**src/rtl/traffic_phase_ctrl.sv**
```systemverilog
`default_nettype none
// ============================================================================
// Module      : traffic_phase_ctrl
// Description : Two-road traffic phase sequencer with pedestrian requests and
//               a flashing-red override, timed by a 1 Hz master tick.
// Revision    : 1.0 - initial release
// ============================================================================
module traffic_phase_ctrl #(
   parameter int GREEN_T  = 10,
   parameter int YELLOW_T = 3,
   parameter int ALLRED_T = 1,
   parameter int CNT_W    = 8
) (
   input  logic       clk_50_mhz,
   input  logic       rst_n,
   input  logic       clk_mstr,
   input  logic       ped_req_ns,
   input  logic       ped_req_ew,
   input  logic       flash,
   output logic       timer_enable_n,
   output logic [2:0] ns_rgy,
   output logic [2:0] ew_rgy,
   output logic       ns_walk,
   output logic       ew_walk,
   output logic [2:0] phase
);

   typedef enum logic [2:0] {
      START = 3'd0,
      NS_G  = 3'd1,
      NS_Y  = 3'd2,
      NS_AR = 3'd3,
      EW_G  = 3'd4,
      EW_Y  = 3'd5,
      EW_AR = 3'd6,
      FLASH = 3'd7
   } state_t;

   // Counter reload values; a zero duration behaves as one tick.
   localparam logic [CNT_W-1:0] G_LD  = CNT_W'((GREEN_T  > 0) ? GREEN_T  - 1 : 0);
   localparam logic [CNT_W-1:0] Y_LD  = CNT_W'((YELLOW_T > 0) ? YELLOW_T - 1 : 0);
   localparam logic [CNT_W-1:0] AR_LD = CNT_W'((ALLRED_T > 0) ? ALLRED_T - 1 : 0);

   logic [1:0]       mstr_sync;
   logic             mstr_prev;
   logic [1:0]       ns_sync;
   logic [1:0]       ew_sync;
   logic [1:0]       flash_sync;
   logic             tick;
   logic             ns_s;
   logic             ew_s;
   logic             flash_s;

   state_t           state;
   state_t           nxt;
   logic [CNT_W-1:0] cnt;
   logic             pend_ns;
   logic             pend_ew;
   logic             flash_bit;

   always_ff @(posedge clk_50_mhz or negedge rst_n) begin
      if (!rst_n) begin
         mstr_sync  <= 2'b00;
         mstr_prev  <= 1'b0;
         ns_sync    <= 2'b00;
         ew_sync    <= 2'b00;
         flash_sync <= 2'b00;
      end else begin
         mstr_sync  <= {mstr_sync[0], clk_mstr};
         mstr_prev  <= mstr_sync[1];
         ns_sync    <= {ns_sync[0], ped_req_ns};
         ew_sync    <= {ew_sync[0], ped_req_ew};
         flash_sync <= {flash_sync[0], flash};
      end
   end

   assign tick    = mstr_sync[1] & ~mstr_prev;
   assign ns_s    = ns_sync[1];
   assign ew_s    = ew_sync[1];
   assign flash_s = flash_sync[1];

   function automatic state_t next_of(input state_t s);
      state_t n;
      case (s)
         START:   n = NS_G;
         NS_G:    n = NS_Y;
         NS_Y:    n = NS_AR;
         NS_AR:   n = EW_G;
         EW_G:    n = EW_Y;
         EW_Y:    n = EW_AR;
         default: n = NS_G;
      endcase
      return n;
   endfunction

   function automatic logic [CNT_W-1:0] load_of(input state_t s);
      logic [CNT_W-1:0] v;
      case (s)
         NS_G, EW_G: v = G_LD;
         NS_Y, EW_Y: v = Y_LD;
         default:    v = AR_LD;
      endcase
      return v;
   endfunction

   // Packed as {ns_rgy, ew_rgy}, each {red, yellow, green}.
   function automatic logic [5:0] lamps_of(input state_t s);
      logic [5:0] v;
      case (s)
         NS_G:    v = 6'b001_100;
         NS_Y:    v = 6'b010_100;
         EW_G:    v = 6'b100_001;
         EW_Y:    v = 6'b100_010;
         default: v = 6'b100_100;
      endcase
      return v;
   endfunction

   assign nxt = next_of(state);

   always_ff @(posedge clk_50_mhz or negedge rst_n) begin
      if (!rst_n) begin
         state          <= START;
         cnt            <= AR_LD;
         pend_ns        <= 1'b0;
         pend_ew        <= 1'b0;
         flash_bit      <= 1'b0;
         ns_rgy         <= 3'b100;
         ew_rgy         <= 3'b100;
         ns_walk        <= 1'b0;
         ew_walk        <= 1'b0;
         phase          <= 3'd0;
         timer_enable_n <= 1'b1;
      end else begin
         timer_enable_n <= 1'b0;
         if (ns_s) pend_ns <= 1'b1;
         if (ew_s) pend_ew <= 1'b1;

         if (flash_s && state != FLASH) begin
            state     <= FLASH;
            phase     <= FLASH;
            flash_bit <= 1'b1;
            ns_rgy    <= 3'b100;
            ew_rgy    <= 3'b100;
            ns_walk   <= 1'b0;
            ew_walk   <= 1'b0;
         end else if (state == FLASH) begin
            if (!flash_s) begin
               state  <= START;
               phase  <= START;
               cnt    <= AR_LD;
               ns_rgy <= 3'b100;
               ew_rgy <= 3'b100;
            end else if (tick) begin
               flash_bit <= ~flash_bit;
               ns_rgy    <= {~flash_bit, 2'b00};
               ew_rgy    <= {~flash_bit, 2'b00};
            end
         end else if (tick) begin
            if (cnt != '0) begin
               cnt <= cnt - 1'b1;
            end else begin
               // Walk lamps are granted only on entry to their own green.
               state            <= nxt;
               phase            <= nxt;
               cnt              <= load_of(nxt);
               {ns_rgy, ew_rgy} <= lamps_of(nxt);
               ns_walk          <= (nxt == NS_G) ? (pend_ns | ns_s) : 1'b0;
               ew_walk          <= (nxt == EW_G) ? (pend_ew | ew_s) : 1'b0;
               if (nxt == NS_G) pend_ns <= 1'b0;
               if (nxt == EW_G) pend_ew <= 1'b0;
            end
         end
      end
   end

endmodule
`default_nettype wire

```
**config.mk**
```make
export PLATFORM = sky130hd
export DESIGN_NAME = traffic_phase_ctrl
export DESIGN_NICKNAME = d
export VERILOG_FILES = /design/src/rtl/traffic_phase_ctrl.sv
export SDC_FILE = /design/constraint.sdc
export NUM_CORES = 1
export LEC_CHECK = 0
export CORE_ASPECT_RATIO = 0.8
export CORE_MARGIN = 4
export CORE_UTILIZATION = 25
export CTS_BUF_LIST = sky130_fd_sc_hd__clkbuf_16
export DETAILED_ROUTE_END_ITERATION = 8
export GPL_ROUTABILITY_DRIVEN = 0
export REMOVE_ABC_BUFFERS = 1
export SKIP_LAST_GASP = 1
export SYNTH_ARGS = -nofsm -noshare
export SYNTH_HDL_FRONTEND = slang
export SYNTH_SLANG_ARGS = --single-unit
export TNS_END_PERCENT = 50
```
**constraint.sdc**
```tcl
create_clock -name clk_50_mhz -period 2.7 [get_ports clk_50_mhz]
set_clock_uncertainty 0.2 [all_clocks]
set_input_delay 0.405 -clock clk_50_mhz [delete_from_list [all_inputs] [get_ports clk_50_mhz]]
set_output_delay 0.405 -clock clk_50_mhz [all_outputs]
set_load 0.005 [all_outputs]
```
==> results.md, run 1 <==
- Status: complete, no violations
- Critical path's slowest cell: or3_1
- Unique masters post-synth: 43
- Total die area: 0.00759 sq mm
- Via total after detailed routing: 1214
- Post-synthesis cell type with the largest combined area: dfrtp_1
- Core Area: 0.00597 sq mm
- Hold Fails Final Rpt: 0
- Worst Max-Slew Pin Slew: 0.546 ns
- Die Height: 78.7 um
- Combinational family with the most area after synthesis: compound AO/OA/AOI/OAI gates
- Vias per inst: 4.65
- Flip-flop and latch count after synthesis: 32
- Number of remaining DRC errors: 0
- Aggregate global routing overflow: 0
- Leakage power: 0.823 nW
- CP Launch Type: register
- Xor-xnor portion of the synthesized cell area: 2.24%
- Initial standard-cell utilization of the core: 26.2%
- Fill cells: 588
- Hold_ws: 0.146 ns
- Max-slew violation count: 0
- Top-Level Pins: 18
- Final period utilization: 93.4%
- Leading cell types by total area after synthesis: dfrtp_1 46%, dfstp_2 5.0%, nor2_1 4.8%
- Number of placement rows: 25
- Final routed wire length divided by cell count: 12.5 um
- Placed Area: 0.00184 sq mm
- Unrepaired setup endpoints after global routing: false
- Portion of synthesized cell area occupied by the leading cell type: 46.4%
- Post-detailed-route count of antenna-violating nets: 0
- Clk Tree Root Cell: clkbuf_16
- Power density relative to cell area: 1100 mW/mm^2
- Final worst-path setup slack: 0.178 ns
- DP HPWL: 2320 um
- Worst EP arrival: 2.48 ns
- Pin count of the biggest net entering global routing: 33
- Min cycle time layout: 2.52 ns
- DR WL met2: 1320 um
- Nets: 188
- Final cell area excluding filler cells: 0.00200 sq mm
- Antenna diode instance count: 0
- Number of endpoints failing setup at the final stage: 0
- Biggest cell delay along the critical path: 0.50 ns
- Nature of the critical path endpoint: register
- Router iterations before antenna repair: 4
- Post-synthesis mux area share: 2.88%
- Dominant register cell in the synthesized netlist: dfrtp_1
- Async set-reset flop share out of synthesis: 100%
- H-tree lvl count: 2
- Postcts setup bufs: 0
- Complex-gate fraction of the synthesized area: 19.5%
- Clk slew on worst S/H paths: 0.05 ns
- Clk sinks: 32
- Total CTS buffers: 5
- Path type of the worst setup path: reg -> reg
- Max_slew headroom: 63.5%
- Wire length on met3: 255 um
- Sum of negative setup slack: 0 ns
- Violation count after the first detailed-route iteration: 153
- Post-Synth Adder-Cell Area: 2.40%
- Leading cell type by number of instances after synthesis: dfrtp_1
- Part of the Yosys area used for sequential elements: 51.4%
- Number of enable flip-flop cells after synthesis: 0
- Met1 WL: 1650 um
- Global-route wire length before repair: 5530 um
- Worst-skew pair later-pin latency: 0.27 ns
- TritonCTS clock tree: done
- Top fanout value on the critical path: 9
- Critical path buffers and inverters: 1
- Via count of the first global-routing pass: 1127
- PostCTS Resize Cnt: 0
- Layout Utilization: 33.5%
- CP Cell Sequence: inv_1 -> ha_1 -> or4b_4 -> or3_1 -> a21oi_4 -> mux2_1
- Post-CTS Hold Buffers: 0
- Simple-gate portion of the synthesized area: 17.4%
- Area of combinational cells with multiple inputs: 699 sq um
- Commonest cells in the netlist: 29 x dfrtp_1, 20 x nor2_1, 13 x o21ai_0
- Initial antenna violation count: 0
- Highest metal layer with signal wires: met4
- Post-Synthesis Mean Instance Area: 9.90 sq um
- Achievable clock frequency: 0.397 GHz
- Overall fraction of global-route tracks in use: 9.70%
- Synth Warn #: 0
- Deepest clock path buffer count: 2
- I/O Buffers: 17
- Min-delay worst type: reg -> reg
- Layout area overhead: 27.8%
- Overall routed net length: 3260 um
- Worst slack at placement: 0.174 ns
- Die width: 96.4 um
- Syn Std Cell Area: 0.00156 sq mm
- Reg area: 805 sq um
- Maximum capacitance violations: 0
- Share of final-layout standard cells stronger than drive strength 1: 10.6%
- Worst EP required: 2.65 ns
- Crit-path leading delay family: simple AND/OR/NAND/NOR gates
- Maximum vdd drop: 0.000515 V
- Number of standard cells after synthesis: 158
per-stage QoR:
stage / total power, W / std cells
floorplan: 0.00128 / 150
global placement: 0.00160 / 253
detailed placement: 0.00159 / 253
CTS: 0.00222 / 261
global route: 0.00239 / 261
finish: 0.00221 / 261
power by group:
| part | switching (W) | internal, W | leakage (nW) |
|---|---|---|---|
| clock network | 0.000190 | 0.000429 | 0.0850 |
| logic | 0.000490 | 0.000392 | 0.356 |
| registers | 0.000113 | 0.000593 | 0.383 |
| total | 0.000793 | 0.00141 | 0.823 |
cells by family (layout without fill, tap and decap cells):
kind of cell    after synthesis  count (layout)
flops                        32              32
fa+ha+maj                     3               3
compound gates               46              46
buf+inv                      14              36
mux                           4               4
xor+xnor                      4               4
simple gates                 54              54
other cells                   1               1
state kept, by name, indices dropped and copies added, names as in the netlist:
register and count:
ns_sync 2, timer_enable_n 1, cnt 8, ew_walk 1, mstr_sync 2, state 3, ns_walk 1, pend_ns 1
mstr_prev 1, flash_sync 2, pend_ew 1, ew_sync 2, flash_bit 1, ew_rgy 3, ns_rgy 3
layout by cell type, fill, tap and decap left out, types with 2 or more instances in the layout:
cell             netlist  final
dfrtp_1               29     29
nor2_1                20     20
clkdlybuf4s50_1        0     17
o21ai_0               13     13
a21oi_1               11     11
inv_1                  6      7
nand2_1                7      7
nand2b_1               7      7
nor3_1                 5      5
clkbuf_16              0      5
buf_4                  0      5
a31oi_1                4      4
nand3_1                4      4
mux2_1                 3      3
ha_1                   3      3
dfstp_2                3      3
or3_1                  2      2
and3_1                 2      2
a32o_1                 2      2
a21o_1                 2      2
xnor2_1                2      2
xor2_1                 2      2
a22o_1                 2      2
per-layer routing:
layer,track usage [%],up-vias
met4,3.78,0
met3,4.26,4
li1,-,608
met2,12.5,39
met1,14.0,563
met5,0,-
final cells by class:
| type | count | area share (%) |
|---|---|---|
| inverter | 6 | 1.13 |
| clock buffer | 5 | 6.26 |
| clock inverter | 3 | 1.94 |
| timing repair buffer | 22 | 10.4 |
| sequential | 32 | 40.2 |
| multi-input combinational | 112 | 35.0 |
| tap | 81 | 5.07 |
path summary, 6_finish.rpt:
kind	endpoint	start	depth (start not counted)	slack, ns
worst min register to register	ew_sync[1]	ew_sync[0]	0	0.15
worst min-delay path	ew_sync[1]	ew_sync[0]	0	0.15
min in group asynchronous	mstr_prev	rst_n	2	0.33
worst max register to register	ns_rgy[1]	cnt[0]	6	0.18
max in group asynchronous	ew_rgy[2]	rst_n	2	1.65
worst max-delay path	ns_rgy[1]	cnt[0]	6	0.18
Power figures use the tool's default switching activity.
==> run 2, diff against run 1 <==
Settings changed: CTS_CLUSTER_DIAMETER set to 30, PLACE_DENSITY set to 0.5, SLEW_MARGIN set to 5.
==> run 2 against run 1 <==
  * Setup slack better by 0.053 ns
  * Count of clock-buffer cells in the layout stayed put
  * Combinational power is 1% higher
  * Sequential share of layout area is 0.15 points lower
  * Sequential cell count stayed put
  * Sequential power is 1% lower
  * Clock power is 0.8% higher
  * Core utilization is 0.13 points higher
  * Final area is 0.38% higher
  * Cell count is 0.38% higher
  * Highest routed layer unchanged
  * Non-clock buffer count is 1 higher
  * Global-route usage is 0.80 points higher
==> results.md, run 2 (synthesized netlist as in run 1, its figures left out) <==
- Min-delay worst type: reg -> reg
- Beginning of the worst register-to-register path: cnt[0]
- Worst Max-Slew Pin Slew: 0.519 ns
- Reg area: 805 sq um
- Overall fraction of global-route tracks in use: 10.5%
- CP Launch Type: register
- Antenna diode instance count: 0
- Most common cell after layout, fill and taps aside: dfrtp_1
- Biggest cell delay along the critical path: 0.48 ns
- Top fanout value on the critical path: 9
- Global-route wire length before repair: 6040 um
- Die Height: 78.7 um
- Worst-skew pair later-pin latency: 0.28 ns
- Critical path buffers and inverters: 1
- Max-slew violation count: 0
- Final routed wire length divided by cell count: 13.0 um
- Fill cells: 596
- Nets: 189
- Area of combinational cells with multiple inputs: 699 sq um
- Sum of internal, switching and leakage power: 0.00222 W
- Pin count of the biggest net entering global routing: 33
- Clk Tree Root Cell: clkbuf_16
- Worst EP required: 2.65 ns
- Deepest clock path buffer count: 2
- Sum of negative setup slack: 0 ns
- Core Area: 0.00597 sq mm
- Length in cells of the worst reg-to-reg path: 6
- Vias per inst: 4.67
- PostCTS Resize Cnt: 0
- Worst r2r dst: ns_rgy[1]
- Unrepaired setup endpoints after global routing: false
- Postcts setup bufs: 0
- End point of the most critical hold path: ns_sync[1]
- Post-CTS Hold Buffers: 0
- Hold depth: 0
- Maximum capacitance violations: 0
- TritonCTS clock tree: done
- Share of final-layout standard cells stronger than drive strength 1: 11.0%
- Layout area overhead: 28.3%
- Number of placement rows: 25
- Achievable clock frequency: 0.405 GHz
- Commonest non-fill, non-tap cells in the layout: 29 x dfrtp_1, 20 x nor2_1, 17 x clkdlybuf4s50_1
- Violation count after the first detailed-route iteration: 57
- Aggregate global routing overflow: 0
- Via count of the first global-routing pass: 1207
- Final worst-path setup slack: 0.231 ns
- Clk sinks: 32
- I/O Buffers: 17
- Via total after detailed routing: 1224
- Worst slack at placement: 0.243 ns
- Most flop-heavy register: cnt
- Top-Level Pins: 18
- H-tree lvl count: 2
- Total die area: 0.00759 sq mm
- Layout Utilization: 33.6%
- Total CTS buffers: 5
- Post-detailed-route count of antenna-violating nets: 0
- Number of remaining DRC errors: 0
- Maximum vdd drop: 0.000350 V
- Power density relative to cell area: 1110 mW/mm^2
- Worst min-delay path startpoint: ns_sync[0]
- Final period utilization: 91.4%
- Path type of the worst setup path: reg -> reg
- Post-route non-filler standard cell count: 262
- Crit-path leading delay family: simple AND/OR/NAND/NOR gates
- Max_slew headroom: 65.3%
- Number of endpoints failing setup at the final stage: 0
- Hold Fails Final Rpt: 0
- Worst EP arrival: 2.42 ns
- Number of flip-flops in the largest register: 8
- Min cycle time layout: 2.47 ns
- Minimum setup slack among reg-to-reg paths: 0.23 ns
- Overall routed net length: 3410 um
- Status: complete, no violations
- Nature of the critical path endpoint: register
- Router iterations before antenna repair: 4
- Initial antenna violation count: 0
- Die width: 96.4 um
- CP Cell Sequence: inv_1 -> ha_1 -> or4b_4 -> or3_1 -> a21oi_4 -> mux2_1
- Leakage power: 0.828 nW
- Initial standard-cell utilization of the core: 26.2%
- Number of placed cells counting well taps: 254
- Critical path's slowest cell: or4b_4
- DP HPWL: 2430 um
- Clk slew on worst S/H paths: 0.05 ns
run 2: cell type report:
class                   instances  share of cell area, %
clock buffers                   5                   6.23
clock inverters                 3                   1.93
inverters                       6                   1.12
multi-input cells             112                   34.9
flip-flops and latches         32                   40.1
well taps                      81                   5.05
repair buffers                 23                   10.7
run 2: power breakdown:
part	total [W]	internal, W	switching [W]
sequential	0.000699	0.000593	0.000107
clock	0.000624	0.000429	0.000195
combinational	0.000895	0.000399	0.000496
total	0.00222	0.00142	0.000797
run 2: layer usage:
layer  share of wire [%]  vias to the layer above  track usage, %
met5                   0                        -               0
met4                 2.6                        0            6.02
met1                  53                      574            15.7
li1                    -                      608               -
met2                  39                       35            13.1
met3                 5.9                        7            2.94
run 2: worst max path at each step:
stage / slack, ns / cells past startpoint / to / from
6_report: 0.23 / 6 / ns_rgy[1] / cnt[0]
5_1_grt: 0.11 / 6 / ns_rgy[1] / cnt[0]
4_1_cts: 0.22 / 6 / ns_rgy[1] / cnt[0]
3_5_place_dp: 0.24 / 6 / ns_rgy[1] / cnt[0]
3_3_place_gp: 0.30 / 6 / ns_rgy[1] / cnt[0]
2_1_floorplan: 0.29 / 6 / ew_rgy[1] / cnt[0]
run 2: per-stage QoR:
stage	hold WS, ns	cell area [sq um]
global placement	0.132	1840
CTS	0.148	2010
detailed placement	0.136	1840
global route	0.161	2010
finish	0.146	2010
floorplan	-0.0906	1530
==> run 3, diff against run 2 <==
Settings changed: MAX_ROUTING_LAYER set to met4.
==> run 3 against run 2 <==
  * Fmax about the same
  * Final area unchanged
  * Cell count is the same
  * Sequential cell count unchanged
==> results.md, run 3 (synthesized netlist as in run 1, its figures left out) <==
- Status: complete, no violations
- Min cycle time layout: 2.47 ns
- Worst Max-Slew Pin Slew: 0.519 ns
- Max-slew violation count: 0
- Clk slew on worst S/H paths: 0.05 ns
- Sum of negative setup slack: 0 ns
- Violation count after the first detailed-route iteration: 57
- Aggregate global routing overflow: 0
- Nature of the critical path endpoint: register
- Most common cell after layout, fill and taps aside: dfrtp_1
- Nets: 189
- Final routed wire length divided by cell count: 12.9 um
- Number of remaining DRC errors: 0
- I/O Buffers: 17
- CP Launch Type: register
- Hold Fails Final Rpt: 0
- Achievable clock frequency: 0.405 GHz
- Min-delay worst type: reg -> reg
- DP HPWL: 2430 um
- Core Area: 0.00597 sq mm
- Worst EP required: 2.65 ns
- Critical path buffers and inverters: 1
- Hold_ws: 0.146 ns
- Number of flip-flops in the largest register: 8
- TritonCTS clock tree: done
- Vias per inst: 4.68
- Clk Tree Root Cell: clkbuf_16
- H-tree lvl count: 2
- PostCTS Resize Cnt: 0
- Clk sinks: 32
- Antenna diode instance count: 0
- Die Height: 78.7 um
- Maximum vdd drop: 0.000351 V
- Overall fraction of global-route tracks in use: 10.8%
- Most flop-heavy register: cnt
- Sum of internal, switching and leakage power: 0.00221 W
- Postcts setup bufs: 0
- Via total after detailed routing: 1225
- CP Cell Sequence: inv_1 -> ha_1 -> or4b_4 -> or3_1 -> a21oi_4 -> mux2_1
- Critical path's slowest cell: or4b_4
- Fill cells: 596
- Commonest non-fill, non-tap cells in the layout: 29 x dfrtp_1, 20 x nor2_1, 17 x clkdlybuf4s50_1
- Number of placement rows: 25
- Final worst-path setup slack: 0.231 ns
- Worst EP arrival: 2.42 ns
- Top-Level Pins: 18
- Post-detailed-route count of antenna-violating nets: 0
- Global-route wire length before repair: 6060 um
- Unrepaired setup endpoints after global routing: false
- Path type of the worst setup path: reg -> reg
- Maximum capacitance violations: 0
- Number of endpoints failing setup at the final stage: 0
- Total CTS buffers: 5
- Router iterations before antenna repair: 4
- Worst-skew pair later-pin latency: 0.28 ns
- Total die area: 0.00759 sq mm
- Overall routed net length: 3390 um
- Post-CTS Hold Buffers: 0
- Biggest cell delay along the critical path: 0.48 ns
- Crit-path leading delay family: simple AND/OR/NAND/NOR gates
- Layout Utilization: 33.6%
- Initial antenna violation count: 0
- Leakage power: 0.828 nW
- Power density relative to cell area: 1100 mW/mm^2
- Die width: 96.4 um
- Pin count of the biggest net entering global routing: 33
- Initial standard-cell utilization of the core: 26.2%
- Final period utilization: 91.4%
- Via count of the first global-routing pass: 1201
- Deepest clock path buffer count: 2
- Share of final-layout standard cells stronger than drive strength 1: 11.0%
- Worst slack at placement: 0.243 ns
- Layout area overhead: 28.3%
- Top fanout value on the critical path: 9
- Max_slew headroom: 65.3%
[run 3: cell counts in the layout (fill, tap and decap cells not counted)]
Identical to the previous run, type by type.
[run 3: area by class of cell]
type	instances	area, sq um	share of cell area [%]
clock inverter	3	38.8	1.93
sequential	32	805	40.1
clock buffer	5	125	6.23
tap	81	101	5.05
timing repair buffer	23	215	10.7
multi-input combinational	112	699	34.9
inverter	6	22.5	1.12
[run 3: final timing paths]
| check | startpoint | end | slack (ns) | depth (start not counted) |
|---|---|---|---|---|
| min in group asynchronous | rst_n | flash_sync[0] | 0.33 | 2 |
| min reg2reg | ns_sync[0] | ns_sync[1] | 0.15 | 0 |
| max reg2reg | cnt[0] | ns_rgy[1] | 0.23 | 6 |
| max | cnt[0] | ns_rgy[1] | 0.23 | 6 |
| max in group asynchronous | rst_n | ew_rgy[2] | 1.64 | 2 |
| min | ns_sync[0] | ns_sync[1] | 0.15 | 0 |
[run 3: layer usage]
layer	global-route usage (%)	wire length (um)	up-vias
li1	-	-	608
met3	2.94	198	7
met5	-	0	-
met2	13.1	1330	36
met4	6.02	89	0
met1	15.7	1780	574
[run 3: per-stage QoR]
step,cell area (sq um),std cells
2_1_floorplan,1530,150
5_1_grt,2010,262
3_3_place_gp,1840,254
3_5_place_dp,1840,254
6_report,2010,262
4_1_cts,2010,262
[run 3: power breakdown]
part           switching, W  internal, W
Sequential         0.000106     0.000593
Combinational      0.000493     0.000399
Clock              0.000195     0.000429
